[config.mk]
export PLATFORM = sky130hd
export DESIGN_NAME = bm_dag1_seq_ctrl_flat
export DESIGN_NICKNAME = d
export VERILOG_FILES = /design/src/rtl/bm_dag1_seq_ctrl_pkg.sv /design/src/rtl/bm_dag1_seq_ctrl_if.sv /design/src/rtl/bm_dag1_alu.sv /design/src/rtl/bm_dag1_seq_ctrl.sv /design/src/flat_wrapper.sv
export SDC_FILE = /design/constraint.sdc
export NUM_CORES = 1
export LEC_CHECK = 0
export BUFFER_PORTS_ARGS = -buffer_cell sky130_fd_sc_hd__buf_2
export CORE_ASPECT_RATIO = 1.25
export CORE_UTILIZATION = 59
export DETAILED_ROUTE_END_ITERATION = 16
export PLACE_DENSITY = 0.92
export SETUP_SLACK_MARGIN = 0.05
export SYNTH_ARGS = -nofsm -noshare
export SYNTH_HDL_FRONTEND = slang
export SYNTH_SLANG_ARGS = --single-unit
[constraint.sdc]
create_clock -name i_clock -period 6.25 [get_ports i_clock]
set_input_delay 0.3125 -clock i_clock [delete_from_list [all_inputs] [get_ports i_clock]]
set_output_delay 0.3125 -clock i_clock [all_outputs]
set_load 0.02 [all_outputs]
[src/rtl/bm_dag1_seq_ctrl_pkg.sv]
// Shared types and per-state lookup tables for the sequenced dag1 datapath.
// Latency: n/a (declarations only).
// Backpressure: n/a.
package bm_dag1_pkg;

    // Controller states, one shared-unit operation per state between IDLE and DONE
    typedef enum logic [2:0] {
        IDLE = 3'd0,
        T1   = 3'd1,
        T2   = 3'd2,
        T3   = 3'd3,
        SUM  = 3'd4,
        DIFF = 3'd5,
        DONE = 3'd6
    } state_t;

    // Shared arithmetic unit operation
    typedef enum logic {
        OP_ADD = 1'b0,
        OP_SUB = 1'b1
    } op_t;

    // Operand sources that can feed either side of the shared unit
    typedef enum logic [2:0] {
        SRC_RA  = 3'd0,
        SRC_RB  = 3'd1,
        SRC_T1  = 3'd2,
        SRC_T2  = 3'd3,
        SRC_T3  = 3'd4,
        SRC_ACC = 3'd5
    } src_t;

    // Operation the shared unit performs in each state.
    // Only T2 (ra-rb) and DIFF (acc-t3) subtract; idle states default to add.
    function automatic op_t state_op(state_t s);
        state_op = OP_ADD;
        case (s)
            T2, DIFF: state_op = OP_SUB;
            default:  state_op = OP_ADD;
        endcase
    endfunction

    // Left-hand operand source per state
    function automatic src_t state_xsel(state_t s);
        state_xsel = SRC_RA;
        case (s)
            T1:      state_xsel = SRC_RA;
            T2:      state_xsel = SRC_RA;
            T3:      state_xsel = SRC_RB;
            SUM:     state_xsel = SRC_T1;
            DIFF:    state_xsel = SRC_ACC;
            default: state_xsel = SRC_RA;
        endcase
    endfunction

    // Right-hand operand source per state
    function automatic src_t state_ysel(state_t s);
        state_ysel = SRC_RB;
        case (s)
            T1:      state_ysel = SRC_RB;
            T2:      state_ysel = SRC_RB;
            T3:      state_ysel = SRC_RB;
            SUM:     state_ysel = SRC_T2;
            DIFF:    state_ysel = SRC_T3;
            default: state_ysel = SRC_RB;
        endcase
    endfunction

endpackage

[src/rtl/bm_dag1_seq_ctrl_if.sv]
// Producer/consumer handshake bundle plus status outputs of the dag1 sequencer.
// Latency: n/a (wiring only).
// Backpressure: valid/ready on both the operand and the result side.
interface bm_dag1_seq_ctrl_if #(
    parameter int BITS     = 2,
    parameter int CNT_BITS = 8
);
    logic                in_valid;
    logic                in_ready;
    logic [BITS-1:0]     a_in;
    logic [BITS-1:0]     b_in;
    logic                out_valid;
    logic                out_ready;
    logic [BITS-1:0]     out;
    logic                busy;
    logic [CNT_BITS-1:0] done_cnt;

    // Environment side: drives operands and result acceptance
    modport master (
        output in_valid, a_in, b_in, out_ready,
        input  in_ready, out_valid, out, busy, done_cnt
    );

    // Sequencer side
    modport slave (
        input  in_valid, a_in, b_in, out_ready,
        output in_ready, out_valid, out, busy, done_cnt
    );
endinterface

[src/rtl/bm_dag1_alu.sv]
// Shared add/subtract unit, modulo 2^BITS (carry and borrow discarded).
// Latency: combinational.
// Backpressure: none.
module bm_dag1_alu
    import bm_dag1_pkg::*;
#(
    parameter int BITS = 2
) (
    input  logic [BITS-1:0] i_x,
    input  logic [BITS-1:0] i_y,
    input  op_t             i_op,
    output logic [BITS-1:0] o_r
);

    // Single adder/subtractor; result truncated to BITS
    always_comb begin
        o_r = '0;
        if (i_op == OP_SUB) begin
            o_r = i_x - i_y;
        end else begin
            o_r = i_x + i_y;
        end
    end

endmodule

[src/rtl/bm_dag1_seq_ctrl.sv]
// Computes out = (a+b)+(a-b)-(b+b) mod 2^BITS through one shared add/sub unit.
// Latency: accept edge E -> out_valid after E+5; next accept no earlier than handoff+1.
// Backpressure: in_ready only in IDLE; result held in DONE until out_ready.
module bm_dag1_seq_ctrl
    import bm_dag1_pkg::*;
#(
    parameter int BITS     = 2,
    parameter int CNT_BITS = 8
) (
    input  logic                  i_clock,
    input  logic                  i_reset_n,
    bm_dag1_seq_ctrl_if.slave     bus
);

    // Controller state
    state_t              r_state;

    // Captured operands, graph temporaries and result
    logic [BITS-1:0]     r_ra;
    logic [BITS-1:0]     r_rb;
    logic [BITS-1:0]     r_t1;
    logic [BITS-1:0]     r_t2;
    logic [BITS-1:0]     r_t3;
    logic [BITS-1:0]     r_acc;
    logic [BITS-1:0]     r_out;

    // Registered handshake/status outputs
    logic                r_in_ready;
    logic                r_out_valid;
    logic                r_busy;
    logic [CNT_BITS-1:0] r_done_cnt;

    // Shared unit operands, op and result
    src_t                w_xsel;
    src_t                w_ysel;
    op_t                 w_op;
    logic [BITS-1:0]     w_x;
    logic [BITS-1:0]     w_y;
    logic [BITS-1:0]     w_r;

    // Per-state operation and operand selection, decoded from state only
    always_comb begin
        w_op   = state_op(r_state);
        w_xsel = state_xsel(r_state);
        w_ysel = state_ysel(r_state);
    end

    // Left operand source mux
    always_comb begin
        w_x = '0;
        case (w_xsel)
            SRC_RA:  w_x = r_ra;
            SRC_RB:  w_x = r_rb;
            SRC_T1:  w_x = r_t1;
            SRC_T2:  w_x = r_t2;
            SRC_T3:  w_x = r_t3;
            SRC_ACC: w_x = r_acc;
            default: w_x = '0;
        endcase
    end

    // Right operand source mux
    always_comb begin
        w_y = '0;
        case (w_ysel)
            SRC_RA:  w_y = r_ra;
            SRC_RB:  w_y = r_rb;
            SRC_T1:  w_y = r_t1;
            SRC_T2:  w_y = r_t2;
            SRC_T3:  w_y = r_t3;
            SRC_ACC: w_y = r_acc;
            default: w_y = '0;
        endcase
    end

    bm_dag1_alu #(
        .BITS (BITS)
    ) u_alu (
        .i_x  (w_x),
        .i_y  (w_y),
        .i_op (w_op),
        .o_r  (w_r)
    );

    // Controller: steps the five graph operations and owns every datapath register.
    // Handshake outputs are updated alongside the state so they stay registered.
    always_ff @(posedge i_clock or negedge i_reset_n) begin
        if (!i_reset_n) begin
            r_state     <= IDLE;
            r_ra        <= '0;
            r_rb        <= '0;
            r_t1        <= '0;
            r_t2        <= '0;
            r_t3        <= '0;
            r_acc       <= '0;
            r_out       <= '0;
            r_in_ready  <= 1'b1;
            r_out_valid <= 1'b0;
            r_busy      <= 1'b0;
            r_done_cnt  <= '0;
        end else begin
            case (r_state)
                IDLE: begin
                    // Operands are sampled only here; later input activity is ignored
                    if (bus.in_valid && r_in_ready) begin
                        r_ra       <= bus.a_in;
                        r_rb       <= bus.b_in;
                        r_in_ready <= 1'b0;
                        r_busy     <= 1'b1;
                        r_state    <= T1;
                    end
                end
                T1: begin
                    r_t1    <= w_r;
                    r_state <= T2;
                end
                T2: begin
                    r_t2    <= w_r;
                    r_state <= T3;
                end
                T3: begin
                    r_t3    <= w_r;
                    r_state <= SUM;
                end
                SUM: begin
                    r_acc   <= w_r;
                    r_state <= DIFF;
                end
                DIFF: begin
                    r_out       <= w_r;
                    r_busy      <= 1'b0;
                    r_out_valid <= 1'b1;
                    r_state     <= DONE;
                end
                DONE: begin
                    // Result and out_valid hold until the consumer takes them
                    if (bus.out_ready) begin
                        r_out_valid <= 1'b0;
                        r_in_ready  <= 1'b1;
                        r_done_cnt  <= r_done_cnt + CNT_BITS'(1);
                        r_state     <= IDLE;
                    end
                end
                default: begin
                    r_state     <= IDLE;
                    r_in_ready  <= 1'b1;
                    r_out_valid <= 1'b0;
                    r_busy      <= 1'b0;
                end
            endcase
        end
    end

    assign bus.in_ready  = r_in_ready;
    assign bus.out_valid = r_out_valid;
    assign bus.out       = r_out;
    assign bus.busy      = r_busy;
    assign bus.done_cnt  = r_done_cnt;

endmodule

[src/flat_wrapper.sv]
// flat-port wrapper written by rule: the top's interface ports become plain ports
module bm_dag1_seq_ctrl_flat import bm_dag1_pkg::*;
#(
    parameter int BITS     = 2,
    parameter int CNT_BITS = 8
)
  (i_clock, i_reset_n, bus_in_valid, bus_a_in, bus_b_in, bus_out_ready, bus_in_ready, bus_out_valid, bus_out, bus_busy, bus_done_cnt);
  bm_dag1_seq_ctrl_if #(.BITS(BITS), .CNT_BITS(CNT_BITS)) bus_i ();
  input  logic i_clock;
  input  logic i_reset_n;
  input wire logic [$bits(bus_i.in_valid)-1:0] bus_in_valid;
  input wire logic [$bits(bus_i.a_in)-1:0] bus_a_in;
  input wire logic [$bits(bus_i.b_in)-1:0] bus_b_in;
  input wire logic [$bits(bus_i.out_ready)-1:0] bus_out_ready;
  output wire logic [$bits(bus_i.in_ready)-1:0] bus_in_ready;
  output wire logic [$bits(bus_i.out_valid)-1:0] bus_out_valid;
  output wire logic [$bits(bus_i.out)-1:0] bus_out;
  output wire logic [$bits(bus_i.busy)-1:0] bus_busy;
  output wire logic [$bits(bus_i.done_cnt)-1:0] bus_done_cnt;
  assign bus_i.in_valid = bus_in_valid;
  assign bus_i.a_in = bus_a_in;
  assign bus_i.b_in = bus_b_in;
  assign bus_i.out_ready = bus_out_ready;
  assign bus_in_ready = bus_i.in_ready;
  assign bus_out_valid = bus_i.out_valid;
  assign bus_out = bus_i.out;
  assign bus_busy = bus_i.busy;
  assign bus_done_cnt = bus_i.done_cnt;
  bm_dag1_seq_ctrl #(.BITS(BITS), .CNT_BITS(CNT_BITS)) u_core (.i_clock(i_clock), .i_reset_n(i_reset_n), .bus(bus_i));
endmodule
==> results.md <==
* HPWL Detailed at 1750 um
* Number of synthesized flops with an enable pin at 0
* Ant. Diodes at 0
* Net count, final at 157
* Largest net degree at the start of global routing at 29
* Starting Density at 62.1%
* Top-count cell post-synth: dfrtp_1
* Final setup vio count at 0
* Max-slew violation count at 0
* Final period utilization at 40.0%
* Max-cap violations at 0
* Number of remaining DRC errors at 0
* Post-Route WL at 2380 um
* DR vias at 969
* H-Tree Depth at 1
* WS Path Type: flop to flop
* Leak at 0.000711 uW
* Main area contributors after synthesis: dfrtp_1 50%, mux2_2 5.8%, nand2_1 4.4%
* Core Box Area at 2190 um2
* RSZ-0062 raised after global routing: no
* Post-CTS setup buffers at 0
* DIE HEIGHT at 55.6 um
* Setup TNS at 0 ns
* Crit end category: flop
* Hold Vio Cnt, Final at 0
* Gr usage total at 21.5%
* Status: completed
* Vias in the first global route at 929
* Final Wtd Congestion at 0.755
* Post-synth cell types at 33
* VDD IR-drop max at 0.317 mV
* Hold WC Path Type: input pin to flop
* Reg clk slew, reported paths at 0.15 ns
* Hold Path Origin: bus_a_in[1]
* Overflow after GRT at 0
* CTS tree: yes
* Starting DRT DRC Count at 10
* Cells after synthesis at 128
* Mapped cell area at 1360 um2
* Layout area overhead at 9.68%
* Overall die width at 44.9 um
* Antenna viol nets, final at 0
* Synth warnings at 0
* Skew final at 0.00707 ns
* Critical Path Start Type: flop
* Register area share after synthesis at 51.7%
* Max clock buf depth at 2
* Worst relative slew slack at 51.6%
* Critical Path Start: u_core.r_state[0]$_DFFE_PN0P_
* Share of the core filled with cells at 68.1%
* Top cell type's share of synthesized area at 49.8%
* Share of layout cells above drive strength 1 at 21.9%
* Power density over the cells at 523 nW/um2
* RR Startpoint: u_core.r_state[0]$_DFFE_PN0P_
* Post-layout min period at 2.50 ns
* Total nets after synthesis at 138
* Crit-path max FO at 21
* Placement row count at 19
* Avg WL per Cell at 13.5 um
* Die ar. at 2500 um2
* Clock latency on the worst-skew pair at 0.32 ns
* CTS root buf: clkbuf_4
* Port Buffer Count at 20
* DR pass1 iterations at 5
* Critical path arrival at 2.75 ns
* CTS buffer count at 3
* Reg-to-reg slack, setup at 3.75 ns
* Dominant synthesized flop cell: dfrtp_1
* #FFs+latches synth at 28
* First-pass GRT wire length at 3950 um
* Cts repair resizes at 0
* Required time of the worst setup path at 6.50 ns
* Asr flop ratio synth at 100%
* Vias per cell at 5.47
* Max Fclk at 400 MHz
* Initial antenna violation count at 0
* Syn avg cell area at 10.6 um2
* Sink Count at 28
* Yosys top cell by area: dfrtp_1
* I/O pins at 21
* Synth top cells by count: 27 x dfrtp_1, 16 x nand2_1, 9 x nor2_1
* Worst slew pin tran at 0.725 ns
critical path, stage by stage (launching register included):
cell and delay [ns]:
dfrtp_1 0.81, nand2b_1 0.17, mux2_2 0.31, a21oi_1 0.15, ha_1 0.18, xor2_1 0.20, xnor3_1 0.42, a21oi_1 0.18
final cells by class:
type | instances | area, um2
flip-flops and latches | 28 | 702
inverters | 3 | 11.3
well taps | 31 | 38.8
multi-input cells | 90 | 601
clock buffers | 4 | 26.3
fillers | 165 | 698
repair buffers | 21 | 110
logic make-up (layout without fill, tap and decap cells):
kind of cell / Yosys count / after routing / share of synthesized area (%)
compound gates: 25 / 25 / 10.5
xor+xnor: 9 / 9 / 6.82
fa+ha+maj: 2 / 2 / 1.84
buf+inv: 10 / 28 / 4.06
flops: 28 / 28 / 51.7
mux: 12 / 12 / 9.49
simple gates: 42 / 42 / 15.6
registers in the layout, summed over array words and instances, names as in the netlist:
register,count
u_core.r_state,3
u_core.bus.done_cnt,8
u_core.r_ra,2
u_core.bus.busy,1
u_core.r_rb,2
u_core.bus.out_valid,1
u_core.r_t1,2
u_core.bus.out,2
u_core.r_acc,2
u_core.r_t2,2
u_core.bus.in_ready,1
u_core.r_t3,2
what timing repair did:
item | CTS | global route
endpoints found under the hold margin | 27 | 0
hold buffers | 1 | 0
setup endpoints to repair | 0 | 0
per-layer routing:
metal	track usage [%]	share of wire (%)	wire (um)
met1	28.8	44	1050
met2	33.8	52	1240
met5	0	0	0
met4	8.66	1.5	36
met3	4.55	2.2	53
metrics by stage:
stage	instances	power (uW)	hold slack, ns	cell area (um2)	setup slack (ns)
2_1_floorplan	128	626	0.0169	1360	4.18
3_3_place_gp	172	683	0.345	1450	3.96
3_5_place_dp	172	704	0.352	1450	3.82
4_1_cts	177	778	0.212	1490	3.78
5_1_grt	177	838	0.204	1490	3.57
6_report	177	779	0.209	1490	3.75
cells in the final DEF, fill, tap and decap left out, types with 5 or more instances in the layout:
cell type and instances:
a21oi_1 6, buf_2 20, dfrtp_1 27, mux2_2 7, mux2i_1 5, nand2_1 16
nor2_1 9, o21ai_0 8, xnor2_1 5
worst paths after layout:
check                                                          end  cells after the start
min in group asynchronous               u_core.r_t2[1]$_DFFE_PN0P_                      2
worst min-delay path                    u_core.r_ra[1]$_DFFE_PN0P_                      2
worst max register to register         u_core.r_acc[1]$_DFFE_PN0P_                      7
worst max-delay path                   u_core.r_acc[1]$_DFFE_PN0P_                      7
worst min register to register       u_core.bus.out[0]$_DFFE_PN0N_                      2
max in group asynchronous       u_core.bus.done_cnt[4]$_DFFE_PN0P_                      2
power breakdown:
group	switching, uW	internal (uW)	total [uW]	leakage (uW)
Clock	50.8	25.0	75.8	0.0000150
Combinational	190	168	357	0.000350
Sequential	91.2	255	346	0.000347
Total	332	447	779	0.000711
Note: power is estimated with default switching activity, not from simulation.
